$ cat config.mk
export PLATFORM = sky130hd
export DESIGN_NAME = adder_tree_sched
export DESIGN_NICKNAME = d
export VERILOG_FILES = /design/src/rtl/adder_tree_sched.sv
export SDC_FILE = /design/constraint.sdc
export NUM_CORES = 1
export LEC_CHECK = 0
export BUFFER_PORTS_ARGS = -buffer_cell sky130_fd_sc_hd__buf_2
export CAP_MARGIN = 25
export CORE_AREA = 4 4 448 450
export DETAILED_ROUTE_END_ITERATION = 16
export DIE_AREA = 0 0 452 454
export GPL_TIMING_DRIVEN = 0
export SLEW_MARGIN = 10
export SYNTH_ARGS = -nofsm -noshare
export SYNTH_HDL_FRONTEND = slang
export SYNTH_SLANG_ARGS = --single-unit
$ cat constraint.sdc
create_clock -name clk -period 11.7 [get_ports clk]
set_clock_uncertainty 0.1 [all_clocks]
set_input_delay 1.17 -clock clk [delete_from_list [all_inputs] [get_ports clk]]
set_output_delay 1.17 -clock clk [all_outputs]
set_load 0.005 [all_outputs]
$ cat src/rtl/adder_tree_sched.sv
// adder_tree_sched: round-robin scheduler sharing one pipelined adder_tree
// between NUM_REQ requesters. Each accepted vector is registered toward the
// tree and tagged with its requester ID; the tag travels alongside the tree
// pipeline so the returned sum can be labelled with its owner.
// Supports a stop/drain sequence (RUN -> DRAIN -> STOPPED).
// Optional build macro: ADDER_SCHED_ZERO_IDLE_EN -- when defined, the tree
// input vector is zeroed on cycles without a transfer.
module adder_tree_sched #(
    parameter int NUM_REQ      = 4,
    parameter int NUM_INPUTS   = 16,
    parameter int DWIDTH       = 14,
    parameter int TREE_LATENCY = 4
) (
    input  logic                                  clk,
    input  logic                                  rst,
    input  logic [NUM_REQ-1:0]                    i_req_valid,
    input  logic [NUM_REQ*NUM_INPUTS*DWIDTH-1:0]  i_req_vector,
    output logic [NUM_REQ-1:0]                    o_req_ready,
    output logic [NUM_INPUTS*DWIDTH-1:0]          o_tree_vector,
    input  logic [DWIDTH-1:0]                     i_tree_sum,
    output logic                                  o_res_valid,
    output logic [$clog2(NUM_REQ)-1:0]            o_res_id,
    output logic [DWIDTH-1:0]                     o_res_sum,
    input  logic                                  i_stop,
    output logic                                  o_idle
);

    localparam int IDW   = $clog2(NUM_REQ);
    localparam int VW    = NUM_INPUTS * DWIDTH;
    // One extra tag stage covers the cycle the vector spends in o_tree_vector
    // before the tree itself starts counting its latency.
    localparam int DEPTH = TREE_LATENCY + 1;
    localparam int CW    = $clog2(TREE_LATENCY + 2);

    typedef enum logic [1:0] {
        S_RUN,
        S_DRAIN,
        S_STOPPED
    } state_t;

    state_t            state;
    state_t            state_nxt;
    logic [IDW-1:0]    ptr;
    logic [IDW-1:0]    grant_id;
    logic              grant_any;
    logic [IDW-1:0]    cand_id;
    int unsigned       scan_idx;
    logic              xfer;
    logic [VW-1:0]     sel_vec;
    logic [DEPTH-1:0]  tag_vld;
    logic [IDW-1:0]    tag_id [DEPTH];
    logic [CW-1:0]     inflight;
    logic              res_load;

    // Round-robin arbiter: first valid requester at or after ptr, wrapping.
    always_comb begin
        grant_any   = 1'b0;
        grant_id    = '0;
        cand_id     = '0;
        scan_idx    = 0;
        o_req_ready = '0;
        if (state == S_RUN && !i_stop) begin
            for (int unsigned i = 0; i < NUM_REQ; i++) begin
                scan_idx = (32'(ptr) + i) % NUM_REQ;
                cand_id  = IDW'(scan_idx);
                if (!grant_any && i_req_valid[cand_id]) begin
                    grant_any = 1'b1;
                    grant_id  = cand_id;
                end
            end
        end
        if (grant_any) begin
            o_req_ready[grant_id] = 1'b1;
        end
    end

    assign xfer     = grant_any;
    assign sel_vec  = i_req_vector[int'(grant_id)*VW +: VW];
    assign res_load = tag_vld[DEPTH-1];

    // Round-robin pointer: moves past the last granted requester.
    always_ff @(posedge clk or posedge rst) begin
        if (rst) begin
            ptr <= '0;
        end else if (xfer) begin
            if (int'(grant_id) == NUM_REQ - 1) begin
                ptr <= '0;
            end else begin
                ptr <= grant_id + 1'b1;
            end
        end
    end

    // Issue register toward the adder tree input.
    always_ff @(posedge clk or posedge rst) begin
        if (rst) begin
            o_tree_vector <= '0;
        end else if (xfer) begin
            o_tree_vector <= sel_vec;
        end
`ifdef ADDER_SCHED_ZERO_IDLE_EN
        else begin
            o_tree_vector <= '0;
        end
`endif
    end

    // Tag pipeline (valid + ID) running in step with the tree.
    always_ff @(posedge clk or posedge rst) begin
        if (rst) begin
            tag_vld <= '0;
            for (int unsigned i = 0; i < DEPTH; i++) begin
                tag_id[i] <= '0;
            end
        end else begin
            tag_vld   <= {tag_vld[DEPTH-2:0], xfer};
            tag_id[0] <= grant_id;
            for (int unsigned i = 1; i < DEPTH; i++) begin
                tag_id[i] <= tag_id[i-1];
            end
        end
    end

    // Result registers: tag output and tree sum captured on the same edge.
    always_ff @(posedge clk or posedge rst) begin
        if (rst) begin
            o_res_valid <= 1'b0;
            o_res_id    <= '0;
            o_res_sum   <= '0;
        end else begin
            o_res_valid <= res_load;
            o_res_id    <= tag_id[DEPTH-1];
            o_res_sum   <= i_tree_sum;
        end
    end

    // In-flight counter: issues minus results leaving the tag pipeline.
    always_ff @(posedge clk or posedge rst) begin
        if (rst) begin
            inflight <= '0;
        end else begin
            case ({xfer, res_load})
                2'b10:   inflight <= inflight + 1'b1;
                2'b01:   inflight <= inflight - 1'b1;
                default: inflight <= inflight;
            endcase
        end
    end

    // FSM state register.
    always_ff @(posedge clk or posedge rst) begin
        if (rst) begin
            state <= S_RUN;
        end else begin
            state <= state_nxt;
        end
    end

    // FSM next-state logic; DRAIN always completes before RUN can resume.
    always_comb begin
        state_nxt = state;
        case (state)
            S_RUN:     if (i_stop) state_nxt = S_DRAIN;
            S_DRAIN:   if (inflight == '0) state_nxt = S_STOPPED;
            S_STOPPED: if (!i_stop) state_nxt = S_RUN;
            default:   state_nxt = S_RUN;
        endcase
    end

    assign o_idle = (state == S_STOPPED) && (inflight == '0);

endmodule

==> results of run 1 <==
flip-flops by register name, summed over array words and instances (netlist names):
name / flops
tag_vld: 5
o_res_sum: 14
o_tree_vector: 224
o_res_id: 2
inflight: 3
state: 2
tag_id: 10
o_res_valid: 1
ptr: 2
through the flow:
stage,setup slack [ns],area (µm²),cells
global placement,-1.73,25800,5656
detailed placement,6.42,26100,5670
CTS,6.40,27500,5744
global route,6.32,27500,5758
floorplan,3.19,16700,1854
finish,6.47,27600,5785
layout make-up:
class | instances | area (µm²)
clock inverters | 16 | 251
well taps | 2640 | 3300
repair buffers | 1176 | 6040
diodes | 41 | 103
plain buffers | 197 | 1010
clock buffers | 58 | 1200
flip-flops and latches | 263 | 6580
fillers | 22700 | 169000
inverters | 233 | 882
multi-input cells | 1161 | 8240
critical path: cells and delay by family:
kind	cells	cell delay, ns
buffers and inverters	6	1.10
AND/OR/NAND/NOR	4	1.43
adder cells (fa/ha/maj)	1	0.22
how the worst max path moves through the flow:
stage | startpoint | to | slack, ns
floorplan | rst | inflight[0]$_DFFE_PP0P_ | 3.19
global placement | rst | o_tree_vector[132]$_DFFE_PP0P_ | -1.73
detailed placement | i_req_valid[1] | o_req_ready[3] | 6.42
CTS | i_req_valid[1] | o_req_ready[3] | 6.40
global route | i_req_valid[1] | o_req_ready[3] | 6.32
finish | i_req_valid[0] | o_req_ready[3] | 6.47
logic make-up after synthesis:
family / count (synthesis)
compound gates: 683
xor+xnor: 3
fa+ha+maj: 6
buf+inv: 430
flops: 263
mux: 226
simple gates: 243
cells in the final DEF (no fill, tap or decap), types with 6 or more instances in the layout:
master     instances
a211oi_1         437
a211oi_2          11
a31oi_1          224
buf_2           1211
buf_4             15
buf_6             23
bufinv_16          6
clkbuf_1         111
clkbuf_16         43
clkbuf_2           8
clkbuf_8           7
dfrtp_1          263
diode_2           41
inv_1            231
mux2i_1          223
nor2_1           227
power breakdown:
part           internal, µW  switching, µW  leakage [µW]
clock                   848            541      0.000712
combinational          1140           2620       0.00911
sequential             1320            248       0.00296
per-layer routing:
layer	up-vias	global-route usage (%)	part of all wire, %
li1	9323	-	-
met1	10900	18.8	35
met2	1375	29.7	49
met3	376	7.02	11
met4	108	7.04	4.5
met5	-	0	0.39
==> impl_metrics.env, run 1 <==
export IMPL_outcome="complete, no violations"
export IMPL_grtUsageTotal_pct=17.2
export IMPL_netlist_instances=1854
export IMPL_ys_warn_count=0
export IMPL_synth_ff_type="dfrtp_1"
export IMPL_yosysSeqAreaShare_pct=39.5
export IMPL_dieArea_um2=205000
export IMPL_worstPathMaxFanout=10
export IMPL_drt_wl_total_um=187000
export IMPL_cts_resized=0
export IMPL_synth_nets=2777
export IMPL_p_total_uw=6720
export IMPL_cts_hold_buf=0
export IMPL_drt_iter0_markers=2170
export IMPL_drtAntennaViolNets=0
export IMPL_grt_max_degree=97
export IMPL_ys_types=32
export IMPL_post_cts_buffers=0
export IMPL_cts_buffer_depth=3
export IMPL_antenna_found_initial=153
export IMPL_finalMaxSlewViolations=0
export IMPL_whs_endpoint="tag_id[4]$_DFF_PP0_"
export IMPL_synth_top_family_by_area="compound AO/OA/AOI/OAI gates"
export IMPL_power_density_nw_per_um2=243
export IMPL_crit_path_top_delay_cell="nand3_2"
export IMPL_async_flop_share_pct=100
export IMPL_cp_required_ns=10.43
export IMPL_vias=22000
export IMPL_setup_viol=0
export IMPL_critPathLaunchType="input pin"
export IMPL_synth_compound_gate_area_share_pct=29.4
export IMPL_insertion_delay_ns=0.60
export IMPL_tritoncts="yes"
export IMPL_hold_path_depth=0
export IMPL_cts_buffers=41
export IMPL_grt_first_pass_wirelength_um=228000
export IMPL_clock_sinks=263
export IMPL_gp_congestion=0.977
export IMPL_synth_edf_count=0
export IMPL_drtPass1Iterations=6
export IMPL_yosysMostFrequentCell="a211oi_1"
export IMPL_max_slew_margin_pct=22.0
export IMPL_synthAdderAreaFrac_pct=0.495
export IMPL_rows=163
export IMPL_cts_root_buf="clkbuf_16"
export IMPL_drc=0
export IMPL_cts_max_level=2
export IMPL_r2r_slack_ns=7.81
export IMPL_grt_overflow_total=0
export IMPL_synth_area_leaders="dfrtp_1, a211oi_1, mux2i_1, a31oi_1, inv_1"
export IMPL_syn_cell_area_um2=16700
export IMPL_clk_pin_slew_worst_paths_ns=0.06
export IMPL_routed_via_density=3.81
export IMPL_fin_setup_tns_ns=0
export IMPL_wl_per_cell_um=32.3
export IMPL_yosysTopAreaCellShare_pct=39.5
export IMPL_rr_worst_depth=8
export IMPL_synth_seq_cells=263
export IMPL_cp_data_arrival_time_ns=3.96
export IMPL_worst_r2r_startpoint="ptr[1]$_DFFE_PP0P_"
export IMPL_grt_pass1_vias=21300
export IMPL_dieWidth_um=452
export IMPL_final_util_pct=14.0
export IMPL_crit_chain="buf_2 > nand3_2 > and3_1 > buf_4 > buf_4 > buf_2 > nand2_1 > inv_1 > ha_1 > and2_1 > buf_2"
export IMPL_hold_start="tag_id[6]$_DFF_PP0_"
export IMPL_yosys_area_share_simple_pct=5.64
export IMPL_area_growth_pct=65.6
export IMPL_drive_above_1_share_pct=43.5
export IMPL_period_share_pct=44.7
export IMPL_maxCapViolations=0
export IMPL_hold_ws_ns=0.247
export IMPL_vdd_ir_drop_worst_mv=0.0939
export IMPL_critical_path_max_stage_delay_ns=0.72
export IMPL_tightest_slew_ns=1.16
export IMPL_worstSetupPathType="in2out"
export IMPL_max_freq_ghz=0.191
export IMPL_nets=3996
export IMPL_hold_viol_final=0
export IMPL_reg2reg_to="o_tree_vector[208]$_DFFE_PP0P_"
export IMPL_power_leakage_uw=0.0128
export IMPL_port_buffers=1162
export IMPL_synth_xor_area_share_pct=0.158
export IMPL_setup_worst_path_end_class="output pin"
export IMPL_start_util_pct=8.48
export IMPL_rsz0062_at_grt="no"
export IMPL_synth_top_cell_by_area="dfrtp_1"
export IMPL_min_period_ns=5.23
export IMPL_die_h_um=454
export IMPL_dp_hpwl_um=165000
export IMPL_ioPinCount=1163
export IMPL_synthTopCellsByCount="a211oi_1, dfrtp_1, inv_1, nor2_1, mux2i_1"
export IMPL_cpMostUsedCell="buf_2"
export IMPL_synthMuxAreaShare_pct=13.6
export IMPL_fp_coreArea_um2=197000
export IMPL_syn_area_per_cell_um2=8.99
export IMPL_hold_path_class="reg2reg"
Power figures use the tool's default switching activity.
==> run 2, diff against run 1 <==
ABC_AREA = 1   (was default)
clock period = 4.3 ns   (was 11.7 ns; I/O delays follow)
==> run 2 against run 1 <==
Cell count grew 16%. Critical path type is now reg2out. Core utilization grew 0.92 points. Power grew to 3.2 times the previous value. Largest cell class unchanged. Critical endpoint is now o_req_ready[0]. Global-route usage grew 1.5 points. Combinational power grew to 3.6 times the previous value. First-iteration DRC count grew 45%. Final area grew 6.6%. Highest routed layer unchanged. Sequential power grew to 2.7 times the previous value. Setup slack lost 6.1 ns. Die area is the same.
==> impl_metrics.env, run 2 <==
export IMPL_fp_coreArea_um2=197000
export IMPL_netlist_instances=2631
export IMPL_vias=26400
export IMPL_synth_nets=3554
export IMPL_cp_required_ns=3.77
export IMPL_grtUsageMet1_pct=19.7
export IMPL_synth_top_cell_by_area="dfrtp_1"
export IMPL_p_switching_uw=12100
export IMPL_hold_path_class="in2reg"
export IMPL_ys_types=24
export IMPL_hold_ws_ns=0.0672
export IMPL_period_share_pct=91.4
export IMPL_max_slew_margin_pct=30.6
export IMPL_top_register="o_tree_vector"
export IMPL_layout_common_cells="buf_2, nand3_1, nand2_1"
export IMPL_fill_cells=23100
export IMPL_post_cts_buffers=0
export IMPL_largestRegisters="o_tree_vector x224, o_res_sum x14, tag_id x10"
export IMPL_clk_pin_slew_worst_paths_ns=0.06
export IMPL_hold_viol_final=0
export IMPL_drive_above_1_share_pct=36.4
export IMPL_drtPass1Iterations=6
export IMPL_p_sw_share_pct=56.5
export IMPL_cts_max_level=2
export IMPL_cts_root_buf="clkbuf_16"
export IMPL_synthTopCellsByCount="nand3_1, nand2_1, dfrtp_1, buf_2, clkbuf_1"
export IMPL_grt_overflow_total=0
export IMPL_drt_iter0_markers=3157
export IMPL_start_util_pct=8.87
export IMPL_largest_register_ffs=224
export IMPL_tritoncts="yes"
export IMPL_yosysTopAreaCellShare_pct=37.7
export IMPL_internal_power_uw=9360
export IMPL_instances_no_fill=6715
export IMPL_dieArea_um2=205000
export IMPL_ioPinCount=1163
export IMPL_dp_cells=6446
export IMPL_min_period_ns=3.93
export IMPL_syn_area_per_cell_um2=6.63
export IMPL_use_met2_pct=33.4
export IMPL_antenna_found_initial=175
export IMPL_grt_first_pass_wirelength_um=251000
export IMPL_finalMaxSlewViolations=0
export IMPL_p_total_uw=21500
export IMPL_outcome="complete, no violations"
export IMPL_maxCapViolations=0
export IMPL_rr_worst_depth=15
export IMPL_grt_max_degree=35
export IMPL_grt_busiest_layer="met2"
export IMPL_worstSetupPathType="reg2out"
export IMPL_ys_warn_count=0
export IMPL_yosysSeqAreaShare_pct=37.7
export IMPL_drt_wl_total_um=203000
export IMPL_drtAntennaViolNets=0
export IMPL_drc=0
export IMPL_grtUsageTotal_pct=18.7
export IMPL_final_util_pct=15.0
export IMPL_synth_seq_cells=263
export IMPL_setup_viol=0
export IMPL_async_flop_share_pct=100
export IMPL_die_h_um=454
export IMPL_synth_area_leaders="dfrtp_1, nand3_1, nand2_1, buf_2, buf_6"
export IMPL_power_density_nw_per_um2=731
export IMPL_power_leakage_uw=0.0150
export IMPL_rsz0062_at_grt="no"
export IMPL_setup_worst_path_end_class="output pin"
export IMPL_routed_via_density=3.94
export IMPL_tightest_slew_ns=1.04
export IMPL_max_freq_ghz=0.254
export IMPL_gp_congestion=1.02
export IMPL_critPathLaunchType="flip-flop"
export IMPL_pwr_share_comb_pct=63.5
export IMPL_syn_cell_area_um2=17400
export IMPL_multi_input_area_um2=9430
export IMPL_insertion_delay_ns=0.63
export IMPL_met3_usage_pct=6.83
export IMPL_wl_per_cell_um=30.2
export IMPL_fin_setup_tns_ns=0
export IMPL_port_buffers=1162
export IMPL_clock_sinks=263
export IMPL_synth_ff_type="dfrtp_1"
export IMPL_cts_buffers=39
export IMPL_rows=163
export IMPL_yosysMostFrequentCell="nand3_1"
export IMPL_vdd_ir_drop_worst_mv=0.257
export IMPL_pwr_share_clk_pct=16.8
export IMPL_cp_data_arrival_time_ns=3.40
export IMPL_area_growth_pct=68.6
export IMPL_hold_path_depth=5
export IMPL_dp_hpwl_um=176000
export IMPL_cts_buffer_depth=3
export IMPL_nets=4862
export IMPL_regArea_um2=6580
export IMPL_grt_pass1_vias=24600
export IMPL_seqPwrFrac_pct=19.6
export IMPL_worstPathMaxFanout=11
export IMPL_final_common_cell="buf_2"
export IMPL_dieWidth_um=452
export IMPL_synth_edf_count=0
## run 2: cell count changes after synthesis, moves of 214 or more
cell | previous run | this run
a211oi_1 | 438 | 0
a31oi_1 | 224 | 0
inv_1 | 232 | 18
mux2i_1 | 226 | 0
nand2_1 | 5 | 935
nand3_1 | 1 | 1133
nor2_1 | 227 | 7
## run 2: metrics by stage
stage | cell area, µm² | setup WS, ns
global placement | 26600 | -2.30
CTS | 29200 | 0.0302
global route | 29300 | 0.0394
floorplan | 17500 | 0.300
detailed placement | 26800 | -0.162
finish | 29400 | 0.370
## run 2: what timing repair did
item	CTS	global route
hold buffers	94	0
gates resized for setup	3	0
pin swaps	0	0
setup endpoints to repair	5	2
cloned	0	0
endpoints found under the hold margin	115	0
## run 2: logic make-up after synthesis
family	share of synthesized area (%)
DFF	37.7
buffers and inverters	8.30
and+or+nand+nor	53.2
adders and majority gates	0.473
xor gates and xnor gates	0.100
AOI/OAI and AO/OA	0.215
## run 2: critical path: stages, from the launching register on
cell	delay [ns]
dfrtp_1	0.36
buf_4	0.17
inv_4	0.11
nand2_1	0.08
nand3_1	0.10
nand2_1	0.09
nor2_2	0.19
nand3_1	0.09
nand2_1	0.08
inv_2	0.04
nand2_4	0.25
clkbuf_1	0.58
ha_1	0.27
inv_1	0.04
nor2_1	0.08
buf_2	0.22
## run 2: final cells by class
| type | count | share of cell area (%) |
|---|---|---|
| Multi-Input combinational cell | 2099 | 32.1 |
| Sequential cell | 263 | 22.4 |
| Tap cell | 2640 | 11.2 |
| Timing Repair Buffer | 1269 | 23.8 |
| Inverter | 23 | 0.332 |
| Antenna cell | 107 | 0.910 |
| Clock inverter | 24 | 1.13 |
| Clock buffer | 46 | 3.61 |
| Buffer | 244 | 4.56 |
## run 2: worst paths after layout
path	startpoint	end	slack, ns
max	ptr[0]$_DFFE_PP0P_	o_req_ready[0]	0.37
min	i_req_vector[565]	o_tree_vector[117]$_DFFE_PP0P_	0.07
max reg2reg	ptr[0]$_DFFE_PP0P_	o_tree_vector[103]$_DFFE_PP0P_	0.38
min reg2reg	tag_vld[0]$_DFF_PP0_	tag_vld[1]$_DFF_PP0_	0.24
max in group asynchronous	rst	o_tree_vector[143]$_DFFE_PP0P_	2.15
min in group asynchronous	rst	tag_id[1]$_DFF_PP0_	0.21
## run 2: layer usage
layer	part of all wire, %	routed length (µm)	up-vias
met1	34	69100	12600
met5	0.26	523	-
li1	-	-	11600
met2	50	102000	1676
met4	5.3	10800	78
met3	10	20500	435
## run 2: power by group through the flow
stage	combinational [µW]	clock, µW	sequential [µW]
detailed placement	13800	0	4230
floorplan	5960	0	4280
CTS	14000	3760	4210
global placement	13800	0	4220
finish	13700	3620	4220
global route	14600	3830	4340
